File: src/rtl/alu_nbit_seq_if.sv
// Handshake bundle between the EX-stage control and the sequential ALU.
// The control side drives start/op/operands; the ALU returns result and status.
interface alu_nbit_seq_if #(
    parameter int WIDTH = 32
);
    logic             start;
    logic [2:0]       alu_op;
    logic [WIDTH-1:0] a;
    logic [WIDTH-1:0] b;
    logic [WIDTH-1:0] result;
    logic             zero;
    logic             overflow;
    logic             busy;
    logic             done;

    modport master (
        output start, alu_op, a, b,
        input  result, zero, overflow, busy, done
    );

    modport slave (
        input  start, alu_op, a, b,
        output result, zero, overflow, busy, done
    );
endinterface

File: src/rtl/alu_nbit_seq.sv
// WIDTH-bit ALU with single-cycle logic/arithmetic ops and a
// restoring shift-subtract MOD engine behind a start/busy/done handshake.
module alu_nbit_seq #(
    parameter int WIDTH = 32
) (
    input logic         clk,
    input logic         reset,
    alu_nbit_seq_if.slave bus
);
    localparam int CW = $clog2(WIDTH);

    localparam logic [2:0] OP_AND = 3'b000;
    localparam logic [2:0] OP_OR  = 3'b001;
    localparam logic [2:0] OP_XOR = 3'b010;
    localparam logic [2:0] OP_NOR = 3'b011;
    localparam logic [2:0] OP_SLT = 3'b100;
    localparam logic [2:0] OP_ADD = 3'b101;
    localparam logic [2:0] OP_SUB = 3'b110;
    localparam logic [2:0] OP_MOD = 3'b111;

    typedef enum logic {IDLE, RUN} state_t;

    state_t state;
    state_t state_next;

    logic [WIDTH-1:0] dividend;
    logic [WIDTH-1:0] divisor;
    logic [WIDTH-1:0] rem;
    logic [CW-1:0]    cnt;

    logic [WIDTH-1:0] res;
    logic             zero_flag;
    logic             ovf_flag;
    logic             done_pulse;

    logic             accept;
    logic             mod_run;
    logic             sub_op;
    logic [WIDTH-1:0] b_eff;
    logic [WIDTH-1:0] sum;
    logic             carry_out;
    logic             carry_msb;
    logic             ovf;
    logic [WIDTH-1:0] alu_res;
    logic             alu_ovf;

    logic [WIDTH:0]   rem_sh;
    logic [WIDTH-1:0] rem_sub;
    logic [WIDTH-1:0] rem_next;

    assign accept  = bus.start && (state == IDLE);
    assign mod_run = (bus.alu_op == OP_MOD) && (bus.b != '0);

    // Single-cycle datapath: shared adder for ADD/SUB/SLT plus logic ops
    always_comb begin
        sub_op  = (bus.alu_op == OP_SUB) || (bus.alu_op == OP_SLT);
        b_eff   = sub_op ? ~bus.b : bus.b;
        {carry_out, sum} = {1'b0, bus.a} + {1'b0, b_eff}
                         + {{WIDTH{1'b0}}, sub_op};
        carry_msb = bus.a[WIDTH-1] ^ b_eff[WIDTH-1] ^ sum[WIDTH-1];
        ovf       = carry_msb ^ carry_out;
        alu_res   = '0;
        alu_ovf   = 1'b0;
        unique case (bus.alu_op)
            OP_AND: alu_res = bus.a & bus.b;
            OP_OR:  alu_res = bus.a | bus.b;
            OP_XOR: alu_res = bus.a ^ bus.b;
            OP_NOR: alu_res = ~(bus.a | bus.b);
            OP_SLT: alu_res = {{(WIDTH-1){1'b0}}, sum[WIDTH-1] ^ ovf};
            OP_ADD: begin
                alu_res = sum;
                alu_ovf = ovf;
            end
            OP_SUB: begin
                alu_res = sum;
                alu_ovf = ovf;
            end
            // Only reached as a 1-cycle op when b==0: pass a through
            OP_MOD: alu_res = bus.a;
            default: alu_res = '0;
        endcase
    end

    // One restoring-remainder step; rem is widened by one bit for the compare
    always_comb begin
        rem_sh  = {rem, dividend[WIDTH-1]};
        rem_sub = rem_sh[WIDTH-1:0] - divisor;
        if (rem_sh >= {1'b0, divisor}) begin
            rem_next = rem_sub;
        end else begin
            rem_next = rem_sh[WIDTH-1:0];
        end
    end

    // FSM state register
    always_ff @(posedge clk) begin
        if (reset) begin
            state <= IDLE;
        end else begin
            state <= state_next;
        end
    end

    // Next-state: enter RUN on a real MOD, leave after the last iteration
    always_comb begin
        state_next = state;
        unique case (state)
            IDLE: if (accept && mod_run) state_next = RUN;
            RUN:  if (cnt == '0) state_next = IDLE;
            default: state_next = IDLE;
        endcase
    end

    // Operand capture, MOD iteration and registered result/flags
    always_ff @(posedge clk) begin
        if (reset) begin
            dividend   <= '0;
            divisor    <= '0;
            rem        <= '0;
            cnt        <= '0;
            res        <= '0;
            zero_flag  <= 1'b0;
            ovf_flag   <= 1'b0;
            done_pulse <= 1'b0;
        end else begin
            done_pulse <= 1'b0;
            if (accept) begin
                if (mod_run) begin
                    rem      <= '0;
                    dividend <= bus.a;
                    divisor  <= bus.b;
                    cnt      <= CW'(WIDTH-1);
                end else begin
                    res        <= alu_res;
                    zero_flag  <= (alu_res == '0);
                    ovf_flag   <= alu_ovf;
                    done_pulse <= 1'b1;
                end
            end else if (state == RUN) begin
                rem      <= rem_next;
                dividend <= {dividend[WIDTH-2:0], 1'b0};
                cnt      <= cnt - 1'b1;
                if (cnt == '0) begin
                    res        <= rem_next;
                    zero_flag  <= (rem_next == '0);
                    ovf_flag   <= 1'b0;
                    done_pulse <= 1'b1;
                end
            end
        end
    end

    assign bus.result   = res;
    assign bus.zero     = zero_flag;
    assign bus.overflow = ovf_flag;
    assign bus.done     = done_pulse;
    assign bus.busy     = (state == RUN);
endmodule

File: src/flat_wrapper.sv
// flat-port wrapper written by rule: the top's interface ports become plain ports
module alu_nbit_seq_flat 
#(
    parameter int WIDTH = 32
)
  (clk, reset, bus_start, bus_alu_op, bus_a, bus_b, bus_result, bus_zero, bus_overflow, bus_busy, bus_done);
  alu_nbit_seq_if #(.WIDTH(WIDTH)) bus_i ();
  input logic clk;
  input logic reset;
  input wire logic [$bits(bus_i.start)-1:0] bus_start;
  input wire logic [$bits(bus_i.alu_op)-1:0] bus_alu_op;
  input wire logic [$bits(bus_i.a)-1:0] bus_a;
  input wire logic [$bits(bus_i.b)-1:0] bus_b;
  output wire logic [$bits(bus_i.result)-1:0] bus_result;
  output wire logic [$bits(bus_i.zero)-1:0] bus_zero;
  output wire logic [$bits(bus_i.overflow)-1:0] bus_overflow;
  output wire logic [$bits(bus_i.busy)-1:0] bus_busy;
  output wire logic [$bits(bus_i.done)-1:0] bus_done;
  assign bus_i.start = bus_start;
  assign bus_i.alu_op = bus_alu_op;
  assign bus_i.a = bus_a;
  assign bus_i.b = bus_b;
  assign bus_result = bus_i.result;
  assign bus_zero = bus_i.zero;
  assign bus_overflow = bus_i.overflow;
  assign bus_busy = bus_i.busy;
  assign bus_done = bus_i.done;
  alu_nbit_seq #(.WIDTH(WIDTH)) u_core (.clk(clk), .reset(reset), .bus(bus_i));
endmodule
File: config.mk
export PLATFORM = sky130hd
export DESIGN_NAME = alu_nbit_seq_flat
export DESIGN_NICKNAME = d
export VERILOG_FILES = /design/src/rtl/alu_nbit_seq_if.sv /design/src/rtl/alu_nbit_seq.sv /design/src/flat_wrapper.sv
export SDC_FILE = /design/constraint.sdc
export NUM_CORES = 1
export LEC_CHECK = 0
export CORE_MARGIN = 2
export CORE_UTILIZATION = 25
export CTS_CLUSTER_SIZE = 16
export DETAILED_ROUTE_END_ITERATION = 10
export GPL_TIMING_DRIVEN = 0
export SLEW_MARGIN = 40
export SYNTH_ARGS = -nofsm -noshare
export SYNTH_HDL_FRONTEND = slang
export SYNTH_SLANG_ARGS = --single-unit
File: constraint.sdc
create_clock -name clk -period 14.6 [get_ports clk]
set_clock_uncertainty 0.2 [all_clocks]
set_input_delay 2.19 -clock clk [delete_from_list [all_inputs] [get_ports clk]]
set_output_delay 2.19 -clock clk [all_outputs]
set_load 0.005 [all_outputs]
==> metrics.md <==
| Metric | Value |
|---|---|
| Outcome | finished, final reports clean |
| Post-Synth XOR/XNOR Area | 0.0520 |
| Worst-margin pin slew | 0.834 ns |
| Area grow syn2layout | 19.8% |
| Slew headroom | 0.429 |
| Hold path endpoint | u_core.bus.result[13] |
| Cell Rows | 82 |
| Sw power | 644 uW |
| Maximum clock frequency | 120 MHz |
| Routed WL per cell | 21.3 um |
| CTS tree | done |
| Sw Share | 0.400 |
| Ys flop type | dfxtp_1 |
| Max Root-Sink Buffers | 2 |
| Setup bufs post-CTS | 0 |
| # hold bufs at CTS | 0 |
| Max-Cap Viols | 0 |
| Critical path origin | bus_alu_op[2] |
| Total gr overflow | 0 |
| Final Cycle Share | 0.569 |
| Critical Path Slowest Stage Cell | clkdlybuf4s50_1 |
| Mapped Nets | 1,983 |
| Place WS | 6.09 ns |
| CP Max Fanout | 10 |
| Crit path largest cell delay | 0.67 ns |
| Flop pwr share | 0.256 |
| Power density over the cells | 105 mW/mm^2 |
| Drt pass-1 iters | 6 |
| Dpl hpwl | 45,400 um |
| Core area | 0.0504 mm^2 |
| Post-Layout Cell Count | 2,591 |
| Yosys warnings | 0 |
| Setup Viol. Count Final | 0 |
| Slew Limit Fails | 0 |
| Clk pwr share | 0.295 |
| Hold WC Path Type | flip-flop to flip-flop |
| Critical register-to-register path startpoint | u_core.dividend[31] |
| P_leak | 0.00614 uW |
| WL final | 55,100 um |
| Gate power share | 0.449 |
| Initial antenna violation count | 0 |
| Simple-Gate Fraction of Synth Area | 0.229 |
| Hold depth | 2 |
| Crit start category | primary input |
| H-tree depth | 4 |
| Nets | 2,107 |
| CTS Sinks | 137 |
| Minimum clock period | 8.31 ns |
| Most common cell after layout, fill and taps aside | nor2_1 |
| N_diodes | 0 |
| Number of flops mapped to enable cells by yosys | 0 |
| Clock slew at reported path FFs | 0.06 ns |
| Largest net degree at the start of global routing | 17 |
| Antenna Violating Nets Remaining | 0 |
| Hold_sp | u_core.bus.result[13] |
| Reg2Reg Depth | 15 |
| Setup CP Type | primary input to flip-flop |
| Largest family of logic cells by synthesized area | compound AO/OA/AOI/OAI gates |
| DRC viols | 0 |
| Reg-to-Reg End | u_core.bus.zero |
| Insertion delay to the later sink of the worst-skew pair | 0.43 ns |
| Die width | 230 um |
| Seq cells post-synth | 137 |
| Via/cell ratio | 5.43 |
| Cell variety after synth | 82 |
| TritonCTS Buffers | 17 |
| Initial drt markers | 1,400 |
| Initial Util | 0.254 |
| Post-CTS sizing | 0 |
| Crit end category | flip-flop |
| RePlAce Congestion | 0.951 |
| Die area | 0.0530 mm^2 |
| Placed cells | 2,559 |
| Post-synthesis mux area share | 0.0439 |
| Gate count after technology mapping | 1,782 |
| Register area share after synthesis | 0.214 |
| FF-to-FF setup slack | 9.79 ns |
| CP required | 14.73 ns |
| Ys async rst share | 0 |
| Final setup margin | 6.29 ns |
| I/O Buffers | 105 |
| Total Neg Setup Slack | 0 ns |
| P_int | 965 uW |
| Synth Area in Compound Gates | 0.261 |
| Worst path cell trace | clkdlybuf4s50_1 > nor2b_1 > clkbuf_1 > buf_1 > xnor2_1 > fa_1 > a211oi_1 > o211ai_1 > nand2_1 > nand4_1 > a21oi_1 > o211ai_1 > nor4b_1 > nand4_1 > nor4b_1 > a41oi_1 > o41ai_2 |
| Die Y | 230 um |
| I/O Pins | 106 |
| Cell Area, Placed | 0.0147 mm^2 |
| Post-Syn Area | 0.0128 mm^2 |
| GRT Overall Usage | 0.202 |
| Synth Area in Adders | 0.129 |
| Number of global-route vias before repair | 13,500 |
| RSZ-0062 raised after global routing | false |
| Total number of vias | 14,100 |
| Syn_area_per_cell | 7.18 um^2 |
| Share of cells above drive strength 1 | 0.0474 |
| Root Driver | clkbuf_16 |
| Worst vdd ir | 0.0712 mV |
| Power consumption | 1610 uW |
| Final hold viol count | 0 |
| Most frequent cells in the layout | nor2_1, a21oi_1, nand2_1, dfxtp_1, ha_1 |
| First-pass GRT wire length | 82,300 um |
| Crit path DAT | 8.44 ns |
| Final Instance Area | 0.0153 mm^2 |
[stage by stage]
stage	util	hold WS, ns
2_1_floorplan	-	0.248
3_3_place_gp	0.292	0.246
3_5_place_dp	0.292	0.252
4_1_cts	0.304	0.260
5_1_grt	0.304	0.277
6_report	0.304	0.259
[cell families (layout without fill, tap and decap cells)]
family	after synthesis	after routing
simple gates	637	637
compound gates	514	514
buf+inv	233	370
flops	137	137
fa+ha+maj	131	131
xor+xnor	76	76
mux	54	54
[power by group through the flow]
stage | clock network (uW) | registers (uW) | logic [uW]
floorplan | 0 | 415 | 459
global placement | 0 | 421 | 696
detailed placement | 0 | 421 | 700
CTS | 473 | 413 | 705
global route | 489 | 415 | 776
finish | 474 | 413 | 722
[final cells by class]
type / count / area, um^2
inverter: 121 / 454
timing repair buffer: 105 / 1050
sequential: 137 / 2740
tap: 672 / 841
clock inverter: 11 / 168
clock buffer: 21 / 470
buffer: 112 / 443
multi-input combinational: 1412 / 9170
fill: 5453 / 35000
[state kept, by name, summed over array words and instances, names as in the netlist]
register,cells
u_core.bus.result,32
u_core.bus.zero,1
u_core.bus.overflow,1
u_core.bus.busy,1
u_core.rem,32
u_core.dividend,32
u_core.bus.done,1
u_core.cnt,5
u_core.divisor,32
[cell usage after synthesis, types with 6 or more instances]
library cell	instances	area, um^2
a211oi_1	22	165
a21o_1	22	165
a21oi_1	183	916
a22oi_1	15	113
a311oi_1	34	298
a31oi_1	15	93.8
and2_1	10	62.6
and3_1	20	125
buf_1	12	45.0
buf_2	6	30.0
clkbuf_1	90	338
dfxtp_1	137	2740
ha_1	129	1610
inv_1	120	450
mux2_2	17	191
mux2i_1	37	370
nand2_1	171	642
nand2b_1	31	194
nand3_1	31	155
nand4_1	18	113
nor2_1	241	905
nor2b_1	16	100
nor3_1	37	185
nor3b_1	7	52.6
nor4_1	16	100
nor4b_1	6	52.6
o211ai_1	30	225
o21a_1	11	82.6
o21ai_0	65	325
o21bai_1	7	52.6
o22ai_1	36	225
o31ai_1	6	45.0
or2_2	7	43.8
or3_1	8	50.1
or4_1	9	67.6
xnor2_1	57	499
xor2_1	19	166
[critical path: cells and delay by family]
kind	cells	cell delay, ns
AOI/OAI and AO/OA	6	1.85
xor gates and xnor gates	1	0.23
adders and majority gates	1	0.50
buffers and inverters	3	1.85
and+or+nand+nor	6	1.81
[layer usage]
layer / global-route usage / part of all wire / up-vias
li1: - / - / 6604
met1: 0.263 / 0.43 / 6710
met2: 0.334 / 0.46 / 642
met3: 0.0228 / 0.067 / 113
met4: 0.0935 / 0.048 / 0
met5: 0 / 0 / -
[worst max path at each step]
| stage | endpoint | depth (start not counted) |
|---|---|---|
| after floorplan | u_core.bus.zero | 17 |
| after global placement | u_core.bus.zero | 18 |
| after detailed placement | u_core.bus.zero | 17 |
| after CTS | u_core.bus.zero | 17 |
| after global routing | u_core.bus.zero | 17 |
| final | u_core.bus.zero | 17 |
Note: power is estimated with default switching activity, not from simulation.
